[config.mk]
export PLATFORM = sky130hd
export DESIGN_NAME = mips_mc_controller
export DESIGN_NICKNAME = d
export VERILOG_FILES = /design/src/rtl/mips_mc_controller.sv
export SDC_FILE = /design/constraint.sdc
export NUM_CORES = 1
export LEC_CHECK = 0
export ABC_AREA = 1
export CAP_MARGIN = 40
export CORE_AREA = 2 2 75 77
export DETAILED_ROUTE_END_ITERATION = 10
export DIE_AREA = 0 0 77 79
export GPL_ROUTABILITY_DRIVEN = 0
export PLACE_DENSITY = 0.79
export SKIP_LAST_GASP = 1
export SLEW_MARGIN = 20
export SYNTH_ARGS = -nofsm -noshare
export SYNTH_HDL_FRONTEND = slang
export SYNTH_SLANG_ARGS = --single-unit
[constraint.sdc]
create_clock -name clk -period 6.6 [get_ports clk]
set_input_delay 1.32 -clock clk [delete_from_list [all_inputs] [get_ports clk]]
set_output_delay 1.32 -clock clk [all_outputs]
set_load 0.03 [all_outputs]
[src/rtl/mips_mc_controller.sv]
`default_nettype none
// ============================================================================
// mips_mc_controller : multicycle MIPS control FSM, ALU decoder, instret count
// Revision: 1.0
// ============================================================================
module mips_mc_controller #(
  parameter int CNT_W = 32
) (
  input  logic             clk,
  input  logic             reset,
  input  logic [5:0]       opcode,
  input  logic [5:0]       funct,
  input  logic             zero,
  output logic             pcen,
  output logic             memwrite,
  output logic             irwrite,
  output logic             regwrite,
  output logic             iord,
  output logic             memtoreg,
  output logic             regdst,
  output logic             alusrca,
  output logic [1:0]       alusrcb,
  output logic [1:0]       pcsrc,
  output logic [2:0]       alucontrol,
  output logic             illegal_op,
  output logic [CNT_W-1:0] instret,
  output logic [3:0]       state
);

  typedef enum logic [3:0] {
    S_FETCH   = 4'd0,
    S_DECODE  = 4'd1,
    S_MEMADR  = 4'd2,
    S_MEMRD   = 4'd3,
    S_MEMWB   = 4'd4,
    S_MEMWR   = 4'd5,
    S_EXECUTE = 4'd6,
    S_ALUWB   = 4'd7,
    S_BRANCH  = 4'd8,
    S_ADDIEX  = 4'd9,
    S_ADDIWB  = 4'd10,
    S_JUMP    = 4'd11
  } state_t;

  localparam logic [5:0] OP_RTYPE = 6'b000000;
  localparam logic [5:0] OP_LW    = 6'b100011;
  localparam logic [5:0] OP_SW    = 6'b101011;
  localparam logic [5:0] OP_BEQ   = 6'b000100;
  localparam logic [5:0] OP_ADDI  = 6'b001000;
  localparam logic [5:0] OP_J     = 6'b000010;

  localparam logic [2:0] ALU_AND = 3'b000;
  localparam logic [2:0] ALU_OR  = 3'b001;
  localparam logic [2:0] ALU_ADD = 3'b010;
  localparam logic [2:0] ALU_SUB = 3'b110;
  localparam logic [2:0] ALU_SLT = 3'b111;

  state_t cur_state;
  state_t next_state;
  logic   pcwrite;
  logic   branch;
  logic   retire;

  always_ff @(posedge clk or posedge reset) begin
    if (reset) begin
      cur_state <= S_FETCH;
    end else begin
      cur_state <= next_state;
    end
  end

  always_ff @(posedge clk or posedge reset) begin
    if (reset) begin
      instret <= '0;
    end else if (retire) begin
      instret <= instret + CNT_W'(1);
    end
  end

  assign state = cur_state;

  always_comb begin
    next_state = S_FETCH;
    pcwrite    = 1'b0;
    branch     = 1'b0;
    retire     = 1'b0;
    memwrite   = 1'b0;
    irwrite    = 1'b0;
    regwrite   = 1'b0;
    iord       = 1'b0;
    memtoreg   = 1'b0;
    regdst     = 1'b0;
    alusrca    = 1'b0;
    alusrcb    = 2'b00;
    pcsrc      = 2'b00;
    alucontrol = 3'b000;
    illegal_op = 1'b0;

    case (cur_state)
      S_FETCH: begin
        alusrcb    = 2'b01;
        alucontrol = ALU_ADD;
        irwrite    = 1'b1;
        pcwrite    = 1'b1;
        next_state = S_DECODE;
      end
      S_DECODE: begin
        // Branch target is computed here so BRANCH only has to compare.
        alusrcb    = 2'b11;
        alucontrol = ALU_ADD;
        case (opcode)
          OP_LW, OP_SW: next_state = S_MEMADR;
          OP_RTYPE:     next_state = S_EXECUTE;
          OP_BEQ:       next_state = S_BRANCH;
          OP_ADDI:      next_state = S_ADDIEX;
          OP_J:         next_state = S_JUMP;
          default:      illegal_op = 1'b1;
        endcase
      end
      S_MEMADR: begin
        alusrca    = 1'b1;
        alusrcb    = 2'b10;
        alucontrol = ALU_ADD;
        next_state = (opcode == OP_LW) ? S_MEMRD : S_MEMWR;
      end
      S_MEMRD: begin
        iord       = 1'b1;
        next_state = S_MEMWB;
      end
      S_MEMWB: begin
        memtoreg = 1'b1;
        regwrite = 1'b1;
        retire   = 1'b1;
      end
      S_MEMWR: begin
        iord     = 1'b1;
        memwrite = 1'b1;
        retire   = 1'b1;
      end
      S_EXECUTE: begin
        alusrca    = 1'b1;
        next_state = S_ALUWB;
        case (funct)
          6'b100000: alucontrol = ALU_ADD;
          6'b100010: alucontrol = ALU_SUB;
          6'b100100: alucontrol = ALU_AND;
          6'b100101: alucontrol = ALU_OR;
          6'b101010: alucontrol = ALU_SLT;
          default: begin
            alucontrol = ALU_ADD;
            illegal_op = 1'b1;
            next_state = S_FETCH;
          end
        endcase
      end
      S_ALUWB: begin
        regdst   = 1'b1;
        regwrite = 1'b1;
        retire   = 1'b1;
      end
      S_BRANCH: begin
        alusrca    = 1'b1;
        alucontrol = ALU_SUB;
        pcsrc      = 2'b01;
        branch     = 1'b1;
        retire     = 1'b1;
      end
      S_ADDIEX: begin
        alusrca    = 1'b1;
        alusrcb    = 2'b10;
        alucontrol = ALU_ADD;
        next_state = S_ADDIWB;
      end
      S_ADDIWB: begin
        regwrite = 1'b1;
        retire   = 1'b1;
      end
      S_JUMP: begin
        pcsrc   = 2'b10;
        pcwrite = 1'b1;
        retire  = 1'b1;
      end
      default: next_state = S_FETCH;
    endcase

    pcen = pcwrite | (branch & zero);

    // Keep the datapath quiet for the whole time reset is held.
    if (reset) begin
      pcen       = 1'b0;
      memwrite   = 1'b0;
      irwrite    = 1'b0;
      regwrite   = 1'b0;
      iord       = 1'b0;
      memtoreg   = 1'b0;
      regdst     = 1'b0;
      alusrca    = 1'b0;
      alusrcb    = 2'b00;
      pcsrc      = 2'b00;
      alucontrol = 3'b000;
      illegal_op = 1'b0;
    end
  end

endmodule
`default_nettype wire

# Word level (Yosys, flattened, before mapping)
# Index checks and enable logic that the tools add are counted.
[totals]
latch_bits = 0
n_memories = 0
ramBits = 0
reg_bits = 36
mem_bits_ro = 0
word_cells = 71
output_inout_bits = 52
[classes]
n_mux = 33
shift = 0
n_bitwise = 2
n_reduce_logical = 12
eq_ne = 21
mul = 0
addsub = 1
div = 0
n_lt_le_gt_ge = 0
[ops]
columns = ["operator", "count"]
rows = [
  ["$eq 6x6->1 const B", 7],
  ["$add 32x1->32 const B", 1],
  ["$pmux 4 s6", 1],
  ["$mux 1", 21],
  ["$pmux 4 s5", 1],
  ["$eq 4x3->1 const B", 4],
  ["$eq 4x4->1 const B", 4],
  ["$pmux 3 s4", 1],
  ["$reduce_or 6->1", 2],
  ["$mux 3", 3],
  ["$pmux 3 s3", 1],
  ["$eq 4x2->1 const B", 2],
  ["$reduce_or 2->1", 4],
  ["$reduce_or 4->1", 2],
  ["$eq 6x2->1 const B", 1],
  ["$eq 6x3->1 const B", 1],
  ["$eq 6x4->1 const B", 1],
  ["$logic_not 6->1", 1],
  ["$pmux 2 s3", 1],
  ["$reduce_or 5->1", 1],
  ["$eq 4x1->1 const B", 1],
  ["$logic_not 4->1", 1],
  ["$mux 2", 2],
  ["$pmux 2 s2", 1],
  ["4 further kinds", 4],
]

# Logic depth before layout (Yosys ltp)
# Gate-level depths: netlist (run 1).
[depth]
depth_word = 5
depth_mapped = 10
depth_no_buf = 10

# Worst setup path after synthesis (run 1)
# Ideal clock, no wire load.
[synth_path]
path_kind = "in2out"
from = "input port reset"
to = "output port iord"
path_slack_ns = 2.147
required_time_ns = 5.280
t_arrival_ns = 3.133
stages = 4
path_buffers = 1
cell_sequence = "clkbuf_1 -> inv_1 -> nand2_1 -> o22ai_1"
[synth_between]
elab_chain_cells = 1
[synth_rtl]
columns = ["element", "line", "text"]
rows = [
  ["from (decl)", "10", "input logic reset,"],
  ["$mux 1", "189", "if (reset) begin"],
  ["to (decl)", "18", "output logic iord,"],
]
# No other way between the ends.

# Worst setup path in the final report (run 1)
[layout_path]
from = "input port reset"
to = "output port alucontrol[0]"
[layout_between]
elab_chain_cells = 1
[layout_rtl]
columns = ["element", "line", "text"]
rows = [
  ["$mux 3", "189", ""],
  ["to (decl)", "24", "output logic [2:0] alucontrol,"],
]
# No other way between the ends.

==> summary.md, run 1 <==
| Metric | Value |
|---|---|
| Seq cells post-synth | 36 |
| Worst-margin pin slew | 0.381 ns |
| Sequential area share after synthesis | 35.4% |
| Count leader, synth | nand2_1 |
| First DRT Iteration DRCs | 98 |
| Clk_lat worst skew | 0.29 ns |
| Clock-pin slew on the worst setup and hold paths | 0.07 ns |
| Crit. End Element | output pin |
| Clock tree sinks | 36 |
| Area delta synth->final | 33.1% |
| Total die area | approximately 6100 um2 |
| Synth Flop Type | dfrtp_1 |
| Core ar. | ~5300 um2 |
| WL final | 6310 um |
| Root buffer cell | clkbuf_8 |
| Highest-delay cell along the critical path | clkdlybuf4s50_1 |
| Total CTS buffers | 5 |
| Detailed placement HPWL | just under 5000 um |
| Ys Warns | 0 |
| Total global-route track usage | between 20% and 30% |
| Die W | slightly below 80 um |
| Port Buffers | 66 |
| Yosys cell types | 28 |
| Min Tclk post-route | 4.68 ns |
| Via/cell ratio | 4.94 |
| Setup ws final | about 1.9 ns |
| Clk pwr share | 24.4% |
| CTS tree | done |
| Drt drc | 0 |
| Cell count after synthesis | 386 |
| First-pass DRT Iterations | 4 |
| Part of the power in registers | 39.0% |
| CP cell instances | clkdlybuf4s50_1 -> inv_1 -> nand2_1 -> inv_1 -> nand3_1 -> o21ai_1 -> clkdlybuf4s50_1 |
| CP Class | in2out |
| Final period util | 70.9% |
| Psw | 0.000258 W |
| Initial antenna violation count | 0 |
| Util after Layout | between 60% and 70% |
| Largest stage delay, worst path | just under 0.7 ns |
| Fin Hold WS | 0.502 ns |
| RSZ-0062 raised after global routing | no |
| Starting Density | between 40 and 50% |
| Ant diodes | 0 |
| ANT nets after route | 0 |
| Cell area after synthesis | 2540 um2 |
| Pins Over Slew Limit | 0 |
| Sw frac | 38.9% |
| Final setup fails | 0 |
| Setup repair bufs after CTS | 0 |
| Cts hold-fix bufs | 0 |
| FF+latch area | 901 um2 |
| Status | complete, no violations |
| Avg Inst Size Synth | 6.59 um2 |
| Yosys top cell area share | 35.4% |
| Clock skew | 0.00658 ns |
| # fillers | 533 |
| Area occupied by multi-input gates | 1400 um2 |
| Slew margin rel. | between 70 and 80% |
| Post-cts sizing count | 0 |
| H-Tree Depth | 2 |
| GRT Residual Overflow | 0 |
| First-pass GRT wire length | 10800 um |
| Max-Cap Viols | 0 |
| Reg2Reg Depth | 9 |
| Commonest cells in the netlist | nand2_1, nor2_1, inv_1, dfrtp_1, nand3_1 |
| I/O pin total | 67 |
| Vias post-DR | around 2600 |
| Die height | 79 um |
| Vias in the first global route | 2449 |
| Crit path launch type | input pin |
| Place WS | 1.92 ns |
| Pin count of the biggest net entering global routing | 23 |
| Post-synth ARST share | 100% |
| Max Clk Rate | 0.214 GHz |
| Number of synthesized flops with an enable pin | 0 |
| Layout cells sized above 1 | 7.64% |
| Final nets | 473 |
| Crit Path Max Fanout | 9 |
| Internal power | 0.000406 W |
| Worst Hold Path Cells | 2 |
| Yosys top cell by area | dfrtp_1 |
| IR drop worst, VDD | 0.0000919 V |
| Row cnt | 27 |
| Top post-synthesis cells by area | dfrtp_1, nand2_1, nor2_1 |
| Syn nets | about 400 |
| Pwr per Cell Area | 196 nW/um2 |
| Min-delay worst type | reg2reg |
| Hold Vio Cnt, Final | 0 |
| Clk buf depth | 2 |
| Combinational power share | 36.6% |
| WP data required | 5.28 ns |
| Setup tns final | 0 ns |
| Leak | roughly 1.6 nW |
| Drt wl/cell | 11.9 um |
| Arr. time, crit path | approximately 3.4 ns |
power by group through the flow:
stage | registers (W) | logic (W) | clock network [W]
6_report | 0.000259 | 0.000243 | 0.000162
5_1_grt | 0.000262 | 0.000264 | 0.000177
4_1_cts | 0.000259 | 0.000245 | 0.000166
3_5_place_dp | 0.000263 | 0.000245 | 0
3_3_place_gp | 0.000262 | 0.000240 | 0
2_1_floorplan | 0.000289 | 0.000132 | 0
per-stage QoR:
step / cell area, um2 / total power [W] / instances
floorplan: 2540 / 0.000421 / 386
global placement: 3260 / 0.000502 / 521
detailed placement: 3290 / 0.000508 / 522
CTS: 3380 / 0.000670 / 530
global route: 3380 / 0.000702 / 530
finish: 3380 / 0.000664 / 530
cell families after synthesis:
logic type	after synthesis	synth area share [%]
adder cells (fa/ha/maj)	1	0.492
buffers and inverters	58	9.54
flip-flops	36	35.4
AND/OR/NAND/NOR	264	46.5
AO/OA/AOI/OAI	12	2.61
XOR/XNOR	15	5.46
cells in the final DEF, fill, tap and decap left out, drive strengths merged:
cell	synthesis	routed
nand3	23	23
ha	1	1
a31oi	1	1
o21ai	6	6
clkdlybuf4s50	0	66
xnor2	5	5
dfrtp	36	36
nor3	9	9
a21oi	2	2
nand3b	6	6
nor2	69	69
clkbuf	1	6
clkinv	0	2
inv	54	54
buf	3	2
nand2	147	147
o22ai	2	2
o21a	1	1
nand4	10	10
xor2	10	10
metal layers:
layer  vias to the layer above  wire (um)  track usage, %
li1                       1331          -               -
met1                      1204       2800            28.1
met2                        73       3150            38.0
met3                         9        256            2.95
met4                         0        108            8.21
met5                         -          0               0
critical path, delay by kind of cell:
kind / cells / cell delay, ns
compound gates: 1 / 0.13
buf+inv: 4 / 1.71
simple gates: 2 / 0.20
state kept, by name, summed over array words and instances (netlist names):
| register | flops |
|---|---|
| state | 4 |
| instret | 32 |
area by class of cell:
class                   count  area share, %
multi-input cells         292           41.4
repair buffers             68           20.6
flip-flops and latches     36           26.6
inverters                  54           6.06
well taps                  72           2.66
clock buffers               6           2.44
clock inverters             2          0.296
final timing paths:
path | from | endpoint | slack, ns
max | reset | alucontrol[0] | 1.92
min | instret[31] | instret[31] | 0.50
max reg2reg | state[2] | instret[25] | 4.86
min reg2reg | instret[31] | instret[31] | 0.50
max in group asynchronous | reset | instret[15] | 4.50
min in group asynchronous | reset | instret[10] | 1.80
No activity file was read; power rests on OpenSTA's default activity.
==> inputs of run 2 (changes only) <==
--- a/config.mk
+++ b/config.mk
@@ -7,11 +7,11 @@
 export LEC_CHECK = 0
 export ABC_AREA = 1
 export CAP_MARGIN = 40
-export CORE_AREA = 2 2 75 77
+export CORE_AREA = 2 2 76 78
 export DETAILED_ROUTE_END_ITERATION = 10
-export DIE_AREA = 0 0 77 79
+export DIE_AREA = 0 0 78 80
 export GPL_ROUTABILITY_DRIVEN = 0
-export PLACE_DENSITY = 0.79
+export PLACE_DENSITY = 0.77
 export SKIP_LAST_GASP = 1
 export SLEW_MARGIN = 20
 export SYNTH_ARGS = -nofsm -noshare
==> constraint.sdc (replaced) <==
create_clock -name clk -period 4.58 [get_ports clk]
set_input_delay 0.916 -clock clk [delete_from_list [all_inputs] [get_ports clk]]
set_output_delay 0.916 -clock clk [all_outputs]
set_load 0.03 [all_outputs]
==> run 2 against run 1 <==
First-iteration DRC count is 13% lower. Register-to-register slack worse by 2.0 ns. Routed wire length is 2.3% lower. Hold slack better by 0.0089 ns. Critical endpoint unchanged.
==> summary.md, run 2 (synthesis results as in run 1) <==
| Metric | Value |
|---|---|
| Status | complete, no violations |
| Ant diodes | 0 |
| Hold_sp | instret[31] |
| Pin count of the biggest net entering global routing | 37 |
| Largest stage delay, worst path | between 0.6 and 0.7 ns |
| Clock tree sinks | 36 |
| WHS Endpoint | instret[31] |
| Cts hold-fix bufs | 0 |
| Post-cts sizing count | 0 |
| Drt drc | 0 |
| First-pass DRT Iterations | 4 |
| WL final | 6170 um |
| Crit Path Max Fanout | 9 |
| Crit. End Element | output pin |
| Die W | 78 um |
| RSZ-0062 raised after global routing | no |
| Min-delay worst type | reg2reg |
| Clock-pin slew on the worst setup and hold paths | approximately 0.07 ns |
| Final period util | 80.4% |
| Root buffer cell | clkbuf_8 |
| Util after Layout | 62.0% |
| Die height | ~80 um |
| I/O pin total | 67 |
| Largest register by flop count | instret |
| Total global-route track usage | 21.3% |
| Pwr per Cell Area | 283 nW/um2 |
| Layout cells sized above 1 | under 10% |
| Crit path launch type | input pin |
| Detailed placement HPWL | approximately 4800 um |
| Via/cell ratio | 4.80 |
| Row cnt | 27 |
| Most frequent cells in the layout | nand2_1, clkdlybuf4s50_1, nor2_1 |
| Total CTS buffers | 5 |
| Initial antenna violation count | 0 |
| Hold Vio Cnt, Final | 0 |
| Pins Over Slew Limit | 0 |
| Final nets | around 470 |
| GRT Residual Overflow | 0 |
| CP Buf/Inv Count | 4 |
| Most common cell after layout, fill and taps aside | nand2_1 |
| Min Tclk post-route | 3.68 ns |
| CP cell instances | clkdlybuf4s50_1 -> inv_1 -> nand2_1 -> inv_1 -> nand3_1 -> o21ai_1 -> clkdlybuf4s50_1 |
| Clk_lat worst skew | 0.30 ns |
| Crit Reg-Reg Endpoint | instret[20] |
| Vias in the first global route | 2371 |
| Setup repair bufs after CTS | 0 |
| Vias post-DR | 2539 |
| Clock skew | around 0.014 ns |
| Starting Density | 47.1% |
| Total die area | ~6200 um2 |
| Max reg flops | 32 |
| Worst-margin pin slew | around 0.45 ns |
| Core ar. | 5410 um2 |
| Setup tns final | 0 ns |
| Placed cells | 521 |
| Non-filler cells, final | about 530 |
| WP data required | 3.66 ns |
| Highest-delay cell along the critical path | clkdlybuf4s50_1 |
| Max Clk Rate | 0.272 GHz |
| Area delta synth->final | 31.7% |
| Slew margin rel. | 69.7% |
| Final setup fails | 0 |
| Delay-heaviest family, CP | buffers and inverters |
| Max-Cap Viols | 0 |
| Leak | 1.56 nW |
| Drt wl/cell | 11.7 um |
| CTS tree | done |
| R2R Setup Slk | 2.88 ns |
| Worst reg2reg startpoint | state[1] |
| CP Class | in2out |
| First DRT Iteration DRCs | 85 |
| Arr. time, crit path | 2.77 ns |
| Clk buf depth | 2 |
| Port Buffers | 66 |
| Worst Hold Path Cells | 2 |
| IR drop worst, VDD | about 0.00015 V |
| H-Tree Depth | 2 |
| First-pass GRT wire length | 10600 um |
| Reg2Reg Depth | 9 |
| ANT nets after route | 0 |
-- run 2: changes by cell type in the layout (fill, tap and decap cells not counted) --
cell / previous run / this run
buf_16: 1 / 0
buf_4: 1 / 2
clkbuf_8: 6 / 5
clkdlybuf4s50_1: 66 / 65
clkinv_4: 0 / 1
-- run 2: how the worst max path moves through the flow --
stage,startpoint,to,slack [ns],depth (start not counted)
floorplan,reset,iord,0.93,4
global placement,reset,alucontrol[0],0.92,7
detailed placement,reset,alucontrol[0],0.91,7
CTS,reset,alucontrol[0],0.90,7
global route,reset,alucontrol[0],0.74,7
finish,reset,alucontrol[0],0.90,7
-- run 2: metrics by stage --
| step | hold WS (ns) | worst slack, ns | total power, W | area (um2) |
|---|---|---|---|---|
| after floorplan | 0.661 | 0.935 | 0.000606 | 2540 |
| after global placement | 0.482 | 0.923 | 0.000721 | 3260 |
| after detailed placement | 0.492 | 0.906 | 0.000729 | 3260 |
| after CTS | 0.512 | 0.901 | 0.000955 | 3350 |
| after global routing | 0.549 | 0.743 | 0.000995 | 3350 |
| final | 0.510 | 0.897 | 0.000948 | 3350 |
-- run 2: final cells by class --
| cell class | count | area (um2) |
|---|---|---|
| clock inverters | 3 | 18.8 |
| well taps | 72 | 90.1 |
| multi-input cells | 292 | 1400 |
| fillers | 530 | 2060 |
| clock buffers | 5 | 68.8 |
| repair buffers | 67 | 666 |
| flip-flops and latches | 36 | 901 |
| inverters | 54 | 205 |
-- run 2: layer usage --
layer / GRT usage (%) / share of wire (%) / wire (um)
met1: 26.9 / 47 / 2870
met2: 37.2 / 48 / 2970
met5: 0 / 0 / 0
met4: 6.84 / 1.7 / 104
met3: 3.51 / 3.6 / 221
-- run 2: report_power, final --
group	leakage, nW	total (W)	switching, W	internal, W
sequential	0.496	0.000374	0.0000340	0.000340
clock	0.0479	0.000226	0.000120	0.000106
combinational	1.02	0.000348	0.000225	0.000123
total	1.56	0.000948	0.000379	0.000569
-- run 2: worst min-delay path: stages, from the launching register on --
cell and delay (ns):
dfrtp_1 0.38, nand2_1 0.06, nand2_1 0.04
